==> src/rtl/alu_arbiter.sv <==
// Round-robin front end that shares one combinational ALU between two requesters.
// Operands are registered toward the ALU; the result is captured and returned tagged with its requester.
module alu_arbiter #(
    parameter int WIDTH = 32
) (
    input  logic             clk,
    input  logic             rst,
    input  logic             req0_valid,
    output logic             req0_ready,
    input  logic [WIDTH-1:0] req0_a,
    input  logic [WIDTH-1:0] req0_b,
    input  logic [2:0]       req0_op,
    input  logic             req1_valid,
    output logic             req1_ready,
    input  logic [WIDTH-1:0] req1_a,
    input  logic [WIDTH-1:0] req1_b,
    input  logic [2:0]       req1_op,
    output logic [WIDTH-1:0] alu_a,
    output logic [WIDTH-1:0] alu_b,
    output logic             alu_s2,
    output logic             alu_s1,
    output logic             alu_s0,
    input  logic [WIDTH:0]   alu_res,
    output logic             rsp_valid,
    input  logic             rsp_ready,
    output logic             rsp_id,
    output logic [WIDTH:0]   rsp_res,
    output logic             busy,
    output logic [1:0]       dbg_state
);

    // Handshakes: a transfer happens on a rising edge where valid and ready are both high.
    // Requesters hold valid and payload stable until ready; the response holds until rsp_ready.
    typedef enum logic [1:0] {
        IDLE = 2'd0,
        EXEC = 2'd1,
        RESP = 2'd2
    } state_e;

    state_e           state_q, state_d;
    logic             last_q, last_d;
    logic [WIDTH-1:0] alu_a_q, alu_a_d;
    logic [WIDTH-1:0] alu_b_q, alu_b_d;
    logic [2:0]       op_q, op_d;
    logic             rsp_valid_q, rsp_valid_d;
    logic             rsp_id_q, rsp_id_d;
    logic [WIDTH:0]   rsp_res_q, rsp_res_d;

    logic grant_vld;
    logic grant;
    logic accept;

    // A tie goes to whoever was not granted last; a lone requester always wins.
    assign grant_vld  = req0_valid | req1_valid;
    assign grant      = (req0_valid & req1_valid) ? ~last_q : req1_valid;
    assign accept     = (state_q == IDLE) && grant_vld && !rst;
    assign req0_ready = accept && !grant;
    assign req1_ready = accept && grant;

    always_ff @(posedge clk or posedge rst) begin
        if (rst) begin
            state_q     <= IDLE;
            last_q      <= 1'b1;
            alu_a_q     <= '0;
            alu_b_q     <= '0;
            op_q        <= '0;
            rsp_valid_q <= 1'b0;
            rsp_id_q    <= 1'b0;
            rsp_res_q   <= '0;
        end else begin
            state_q     <= state_d;
            last_q      <= last_d;
            alu_a_q     <= alu_a_d;
            alu_b_q     <= alu_b_d;
            op_q        <= op_d;
            rsp_valid_q <= rsp_valid_d;
            rsp_id_q    <= rsp_id_d;
            rsp_res_q   <= rsp_res_d;
        end
    end

    always_comb begin
        state_d     = state_q;
        last_d      = last_q;
        alu_a_d     = alu_a_q;
        alu_b_d     = alu_b_q;
        op_d        = op_q;
        rsp_valid_d = rsp_valid_q;
        rsp_id_d    = rsp_id_q;
        rsp_res_d   = rsp_res_q;
        unique case (state_q)
            IDLE: begin
                if (accept) begin
                    alu_a_d  = grant ? req1_a : req0_a;
                    alu_b_d  = grant ? req1_b : req0_b;
                    op_d     = grant ? req1_op : req0_op;
                    rsp_id_d = grant;
                    last_d   = grant;
                    state_d  = EXEC;
                end
            end
            EXEC: begin
                rsp_res_d   = alu_res;
                rsp_valid_d = 1'b1;
                state_d     = RESP;
            end
            RESP: begin
                if (rsp_ready) begin
                    rsp_valid_d = 1'b0;
                    state_d     = IDLE;
                end
            end
            default: state_d = IDLE;
        endcase
    end

    assign alu_a     = alu_a_q;
    assign alu_b     = alu_b_q;
    assign alu_s2    = op_q[2];
    assign alu_s1    = op_q[1];
    assign alu_s0    = op_q[0];
    assign rsp_valid = rsp_valid_q;
    assign rsp_id    = rsp_id_q;
    assign rsp_res   = rsp_res_q;
    assign busy      = (state_q != IDLE);
    assign dbg_state = state_q;

endmodule

==> config.mk <==
export PLATFORM = sky130hd
export DESIGN_NAME = alu_arbiter
export DESIGN_NICKNAME = d
export VERILOG_FILES = /design/src/rtl/alu_arbiter.sv
export SDC_FILE = /design/constraint.sdc
export NUM_CORES = 1
export LEC_CHECK = 0
export CAP_MARGIN = 10
export CORE_AREA = 2 2 115 117
export DETAILED_ROUTE_END_ITERATION = 8
export DIE_AREA = 0 0 117 119
export GPL_TIMING_DRIVEN = 0
export PLACE_DENSITY = 0.8
export SKIP_CTS_REPAIR_TIMING = 1
export SLEW_MARGIN = 20
export SYNTH_ARGS = -nofsm -noshare
export SYNTH_HDL_FRONTEND = slang
export SYNTH_SLANG_ARGS = --single-unit
==> constraint.sdc <==
create_clock -name clk -period 4.7 [get_ports clk]
set_input_delay 1.175 -clock clk [delete_from_list [all_inputs] [get_ports clk]]
set_output_delay 1.175 -clock clk [all_outputs]
set_load 0.01 [all_outputs]
* Word level (Yosys, flattened, before mapping)
Index checks and enable logic that the tools add are counted.
** Operators by class
- Multiplexer cells :: 9
- Reduce and logical (&&, ||, !) cells :: 12
- Equality and inequality tests :: 4
- Bitwise gates (word level) :: 3
** Operator list (count)
- $mux 32 :: 2
- $pmux 2 s3 :: 1
- $reduce_and 2->1 :: 3
- $logic_and 1x1->1 :: 4
- $mux 2 :: 2
- $ne 2x2->1 const B :: 2
- $reduce_bool 2->1 :: 2
- $mux 3 :: 1
- $eq 2x1->1 const B :: 1
- $eq 2x2->1 const B :: 1
- $logic_not 1->1 :: 2
- $logic_not 2->1 :: 1
- $mux 1 :: 2
- $pmux 1 s2 :: 1
- $and 1x1->1 :: 1
- $not 1->1 :: 1
- $or 1x1->1 :: 1
** Word-level totals
- Input bits :: 172
- Word-level logic and storage cells :: 36
- Output and inout bits :: 107
- Register bits after elaboration :: 105

* Longest topological paths before layout
Gate-level depths: netlist (run 1).
- Depth after elaboration :: 5
- Gate-level depth with buffers :: 7
- Mapped depth without buffers :: 4

* Worst setup path before layout (run 1)
OpenSTA, ideal clock, no wires.
- Kind :: input-to-output
- Start :: in req0_valid
- End :: out req0_ready
- Stages :: 5
- Path slack :: 1.507 ns
- Arrival time :: 2.018 ns
- Data required time :: 3.525 ns
- Buffers on the path :: 3
- Cell sequence :: buf_2 > buf_2 > buf_1 > nand3_1 > inv_1
** Between the ends
- Longest elaborated chain between the ends :: 4
- Elaborated cells on any way between the ends :: 7
- Classes of those cells :: 1 x mux; 2 x bitwise; 4 x reduce/logical
** RTL lines
- from (decl) :: line 8 : input logic req0_valid,
- $and 1x1->1 / $or 1x1->1 (equally long branches) :: line 55, 54
- $mux 1 / $logic_and 1x1->1 (equally long branches) :: line 55, 56
- $logic_not 1->1 / $logic_and 1x1->1 (equally long branches) :: line 57, 56
- $logic_and 1x1->1 (*) :: line 57 : assign req0_ready = accept && !grant;
- to (decl) :: line 9 : output logic req0_ready,
Mark *: on every way between the ends. The rest lies on a longest branch, timed or not.

* Worst setup path in the final report (run 1)
- Start :: in rst
- End :: out req1_ready
** Between the ends
- Longest elaborated chain between the ends :: 3
** RTL lines
- from (decl) :: line 7 : input logic rst,
- $logic_not 1->1 (no line)
- $logic_and 1x1->1 :: line 56 : assign accept = (state_q == IDLE) && grant_vld && !rst;
- $logic_and 1x1->1 :: line 58 : assign req1_ready = accept && grant;
- to (decl) :: line 14 : output logic req1_ready,
No other way between the ends.

==> results of run 1 <==
==> state kept, by name, summed over array words and instances, names as in the netlist <==
name	cells
op_q	3
dbg_state	2
rsp_valid	1
last_q	1
alu_a	32
alu_b	32
rsp_res	33
rsp_id	1
==> stage by stage <==
step	std cells	cell area (sq um)	util [%]	power [mW]
final	872	8070	62.7	4.43
after global routing	872	8070	62.7	4.67
after CTS	872	8070	62.7	4.48
after detailed placement	856	7760	60.3	3.67
after global placement	855	7730	60.0	3.61
after floorplan	402	4740	-	2.43
==> per-layer routing <==
metal	vias to the layer above	GRT usage (%)	share of wire, %
li1	2070	-	-
met1	2155	26.5	40
met2	186	39.2	51
met3	30	4.22	6.6
met4	0	8.16	2.5
met5	-	0	0
==> layout make-up <==
type	count	share of cell area, %
buffer	42	2.60
clock buffer	9	2.79
timing repair buffer	278	34.7
inverter	4	0.248
tap	176	2.73
multi-input combinational	251	23.3
sequential	105	32.6
clock inverter	7	1.05
==> power breakdown <==
group | switching (mW) | total [mW] | internal, mW
sequential | 0.257 | 1.59 | 1.33
clock | 0.362 | 0.787 | 0.425
combinational | 0.797 | 2.05 | 1.26
total | 1.42 | 4.43 | 3.02
==> worst reg2reg max path, cell delays in order, from the launching register on <==
cell and delay (ns):
dfrtp_1 0.47, nor3_2 0.27, o21ai_1 0.24, buf_2 0.26
buf_2 0.22, a221o_1 0.37
==> layout by cell type (no fill, tap or decap), drive strengths merged, types with 2 or more instances in the layout <==
| master | synthesis | routed |
|---|---|---|
| inv | 4 | 8 |
| clkbuf | 19 | 28 |
| buf | 23 | 24 |
| nand2 | 69 | 69 |
| or2 | 2 | 2 |
| clkinvlp | 0 | 2 |
| a21oi | 2 | 2 |
| dfrtp | 104 | 104 |
| o21a | 2 | 2 |
| a221o | 67 | 67 |
| mux2 | 33 | 33 |
| nor3 | 68 | 68 |
| clkdlybuf4s50 | 0 | 277 |
==> logic make-up after synthesis <==
logic type,synth area share (%)
mux,7.84
simple gates,17.1
flops,55.5
compound gates,14.8
buf+inv,4.75
==> path summary, 6_finish.rpt <==
check	endpoint	depth (start not counted)	slack [ns]	start
worst max-delay path	req1_ready	6	0.26	rst
worst min-delay path	rsp_res[10]$_DFFE_PP0P_	1	0.51	rsp_res[10]$_DFFE_PP0P_
worst max register to register	alu_b[5]$_DFFE_PP0P_	5	2.75	dbg_state[0]$_DFFE_PP0P_
worst min register to register	rsp_res[10]$_DFFE_PP0P_	1	0.51	rsp_res[10]$_DFFE_PP0P_
max in group asynchronous	alu_b[27]$_DFFE_PP0P_	3	2.79	rst
min in group asynchronous	dbg_state[0]$_DFFE_PP0P_	2	1.28	rst
==> results.yml, run 1 <==
setup_path:
  cpMaxStageDelayCell: "clkdlybuf4s50_1"
  cp.arrival_ns: 3.27
  crit_family: "buffers and inverters"
  critPathMaxFanout: 10
  critical_path.most_common_cell: "clkdlybuf4s50_1"
  critPathMaxStageDelay_ns: 0.63
  cp-end-kind: "output pin"
  start_kind: "input port"
  path_cells: "clkdlybuf4s50_1, nor3_2, and3_1, buf_2, clkbuf_1, clkdlybuf4s50_1"
  crit_buf_inv: 4
  worstSetupPathType: "in2out"
  crit_required_ns: 3.52
hold_path:
  hold_path.class: "reg2reg"
synthesis:
  ys_warn_count: 0
  synth_cell_type_count: 23
  synth_flop_cell: "dfrtp_1"
  syn_avg_cell_area_sq_um: 11.8
  synth_area_sq_mm: 0.00474
  yosysMostFrequentCell: "dfrtp_1"
  synth_top_area_cell: "dfrtp_1"
  synthCells: 402
  synth_seq_cells: 105
  async_flop_share_pct: 100
  synth_edf_count: 0
  synth_fp_nets: 574
  synthTopCellsByArea: "dfrtp_1 (55%), a221o_1 (14%), mux2_2 (7.8%), nor3_2 (6.5%), nand2_1 (5.5%)"
  synth_top_area_share_pct: 54.9
  yosys-top-cells-count: "dfrtp_1 (104), nand2_1 (69), a221o_1 (67), nor3_1 (37), mux2_2 (33)"
  seq_area_frac_synth_pct: 55.5
sta:
  post-route-period-util_pct: 94.5
  final.setup.tns_ns: 0
  drv_slew: 0
  finalCriticalPeriod_ns: 4.44
  setup_viol: 0
  max-slew-margin-rel_pct: 66.9
  tightest_slew_ns: 0.494
  holdWs_ns: 0.510
  fmax_ghz: 0.225
  layout_setup_ws_ns: 0.260
  rsz0062_at_grt: "false"
  finalHoldViolCount: 0
  fin_skew_ns: 0.00920
floorplan:
  rows: 42
  coreArea_sq_mm: 0.0129
  die_h_microns: 119
  die_area_sq_mm: 0.0139
  start_util_pct: 36.8
  ios: 279
  fp.dieW_microns: 117
cts:
  clk_pin_slew_ns: 0.08
  clk_latency_ns: 0.34
  clock-sinks: 105
  clock-root-buffer: "clkbuf_16"
  cts_made_buffers: 9
  cts_buffer_depth: 2
  htree_levels: 3
  tritoncts: "built"
routing:
  drt_wl_total_microns: 15600
  drt_iter0_drc: 235
  ant_nets: 0
  route.detailed.drc: 0
  wl_per_cell_microns: 17.9
  drtPass1Iterations: 4
  vias_per_cell: 5.09
  vias: 4441
power_and_ir_drop:
  power_density_mw_per_mm2: 549
  leakage_nw: 3.29
  vdd_drop_max_v: 0.000224
placement:
  numPortBuffers: 277
  dp_hpwl_microns: 12000
  dp_slack_ns: 0.263
  place.gp.congestion: 0.825
global_routing:
  antenna_found_initial: 0
  first_global_vias: 4728
  grt_pass1_wl_microns: 24100
  track_usage_pct: 22.2
  grt.overflow.total: 0
  grt_max_degree: 61
finish:
  area_delta_synth_final_pct: 70.4
  fill_cells: 1037
  n_antenna_cell: 0
  final_nets: 863
  drive_gt1_share_pct: 15.4
  multi_input_area_sq_mm: 0.00188
  area.sequential_sq_mm: 0.00263
run:
  drv_cap: 0
status:
  status: "completed"
No activity file was read; power rests on OpenSTA's default activity.
==> run 2, diff against run 1 <==
ABC_AREA = 0   (was unset)
CORE_AREA = 2 2 105 128   (was 2 2 115 117)
DIE_AREA = 0 0 107 130   (was 0 0 117 119)
==> run 2 against run 1 <==
  * Setup slack worse by 0.027 ns
  * Sequential power hardly changed
  * Clock skew is 0.0076 ns higher
  * Critical path depth stayed put
  * Flip-flop and latch count stayed put
  * Combinational power hardly changed
  * Sequential share of layout area is 0.091 points higher
  * Via count is 1.9% higher
  * First-iteration DRC count is 39% lower
  * Routed wire length is 1.9% higher
  * Hold slack worse by 0.0020 ns
  * Critical endpoint unchanged
==> results.yml, run 2 (same netlist as run 1, synthesis figures left out) <==
run:
  drv_cap: 0
cts:
  cts_buffer_depth: 2
  clock-root-buffer: "clkbuf_16"
  htree_levels: 3
  clk_latency_ns: 0.35
  tritoncts: "built"
  clk_pin_slew_ns: 0.07
  clock-sinks: 105
  cts_made_buffers: 9
placement:
  place_area_sq_mm: 0.00775
  dp_slack_ns: 0.242
  place.gp.congestion: 0.802
  numPortBuffers: 277
  placed_cells: 848
  dp_hpwl_microns: 12400
sta:
  drv_slew: 0
  post-route-period-util_pct: 95.1
  finalCriticalPeriod_ns: 4.47
  layout_setup_ws_ns: 0.232
  rsz0062_at_grt: "false"
  final.setup.tns_ns: 0
  fmax_ghz: 0.224
  fin_skew_ns: 0.0168
  tightest_slew_ns: 0.507
  max-slew-margin-rel_pct: 66.2
  setup_viol: 0
  finalHoldViolCount: 0
routing:
  vias: 4526
  vias_per_cell: 5.24
  drt_wl_total_microns: 15900
  drt_iter0_drc: 143
  wl_met1_microns: 6110
  ant_nets: 0
  wl_per_cell_microns: 18.4
  met2_length_microns: 8100
  top_layer: "met4"
  route.detailed.drc: 0
  route.met3.wl_microns: 1200
  drtPass1Iterations: 6
finish:
  drive_gt1_share_pct: 15.4
  final_nets: 863
  area_delta_synth_final_pct: 69.9
  final_cells: 864
  final_common_cell: "clkdlybuf4s50_1"
  n_antenna_cell: 0
  final_cell_mix: "clkdlybuf4s50_1 (277), dfrtp_1 (104), nand2_1 (69)"
  largest_reg_flops: 33
  fill_cells: 1051
  final_cell_area_sq_mm: 0.00805
global_routing:
  first_global_vias: 4748
  track_usage_pct: 22.1
  antenna_found_initial: 0
  grt_pass1_wl_microns: 24100
  grt_max_degree: 67
  grt.overflow.total: 0
status:
  status: "completed"
setup_path:
  worstSetupPathType: "in2out"
  critPathMaxFanout: 10
  setup.worst_path.start: "rst"
  cp-end-kind: "output pin"
  timing.rr.start: "dbg_state[1]$_DFFE_PP0P_"
  crit_required_ns: 3.52
  cp.arrival_ns: 3.29
  start_kind: "input port"
power_and_ir_drop:
  power_density_mw_per_mm2: 548
  vdd_drop_max_v: 0.000243
  leakage_nw: 3.29
hold_path:
  hold_start: "rsp_res[29]$_DFFE_PP0P_"
  hold_path.class: "reg2reg"
floorplan:
  start_util_pct: 36.9
  die_h_microns: 130
  rows: 46
  fp.dieW_microns: 107
  ios: 279
  coreArea_sq_mm: 0.0128
  die_area_sq_mm: 0.0139
==> run 2: cell count changes in the layout (fill, tap and decap cells not counted) <==
cell | before | now
clkinvlp_4 | 2 | 1
clkinv_4 | 0 | 2
clkinv_8 | 0 | 1
bufinv_16 | 1 | 0
inv_6 | 3 | 2
==> run 2: power by group <==
group          total [mW]  leakage [nW]  internal (mW)  switching (mW)
logic                2.06          1.87           1.26           0.803
clock network       0.751         0.143          0.376           0.375
registers            1.60          1.28           1.33           0.264
total                4.41          3.29           2.97            1.44
==> run 2: final timing paths <==
path	slack, ns	endpoint	cells past startpoint
max	0.23	req1_ready	6
min	0.51	rsp_res[29]$_DFFE_PP0P_	1
max reg2reg	2.73	alu_b[5]$_DFFE_PP0P_	5
min reg2reg	0.51	rsp_res[29]$_DFFE_PP0P_	1
max in group asynchronous	2.74	rsp_res[0]$_DFFE_PP0P_	3
min in group asynchronous	1.27	dbg_state[0]$_DFFE_PP0P_	2
==> run 2: worst max-delay path, stage by stage <==
cell and delay (ns):
clkdlybuf4s50_1 0.51, nor3_2 0.22, and3_1 0.18, buf_2 0.15
clkbuf_1 0.40, clkdlybuf4s50_1 0.65
==> run 2: final cells by class <==
| cell class | count | area, sq um | area share (%) |
|---|---|---|---|
| plain buffers | 42 | 210 | 2.61 |
| repair buffers | 278 | 2800 | 34.8 |
| flip-flops and latches | 105 | 2630 | 32.6 |
| well taps | 168 | 210 | 2.61 |
| clock buffers | 9 | 225 | 2.80 |
| clock inverters | 7 | 72.6 | 0.901 |
| inverters | 4 | 20.0 | 0.249 |
| multi-input cells | 251 | 1880 | 23.4 |
==> run 2: per-stage QoR <==
step | utilization [%] | power, mW | hold WS (ns)
final | 62.7 | 4.41 | 0.508
after global routing | 62.7 | 4.63 | 0.518
after CTS | 62.7 | 4.45 | 0.512
after detailed placement | 60.4 | 3.68 | 0.486
after global placement | 60.2 | 3.61 | 0.478
after floorplan | - | 2.43 | 0.530
==> run 2: layer usage <==
metal	vias to the layer above	global-route usage, %
li1	2069	-
met1	2199	24.6
met2	218	39.9
met3	40	5.44
met4	0	10.3
met5	-	0
==> run 3, diff against run 2 <==
==> constraint.sdc (replaced) <==
create_clock -name clk -period 4.7 [get_ports clk]
set_input_delay 0.47 -clock clk [delete_from_list [all_inputs] [get_ports clk]]
set_output_delay 0.47 -clock clk [all_outputs]
set_load 0.01 [all_outputs]
==> results of run 3 <==
The final DEF is identical to that of run 2. Status: completed.
Main changes from that run: setup slack after placement 0.242 ns -> 1.65 ns; setup slack after layout 0.232 ns -> 1.64 ns
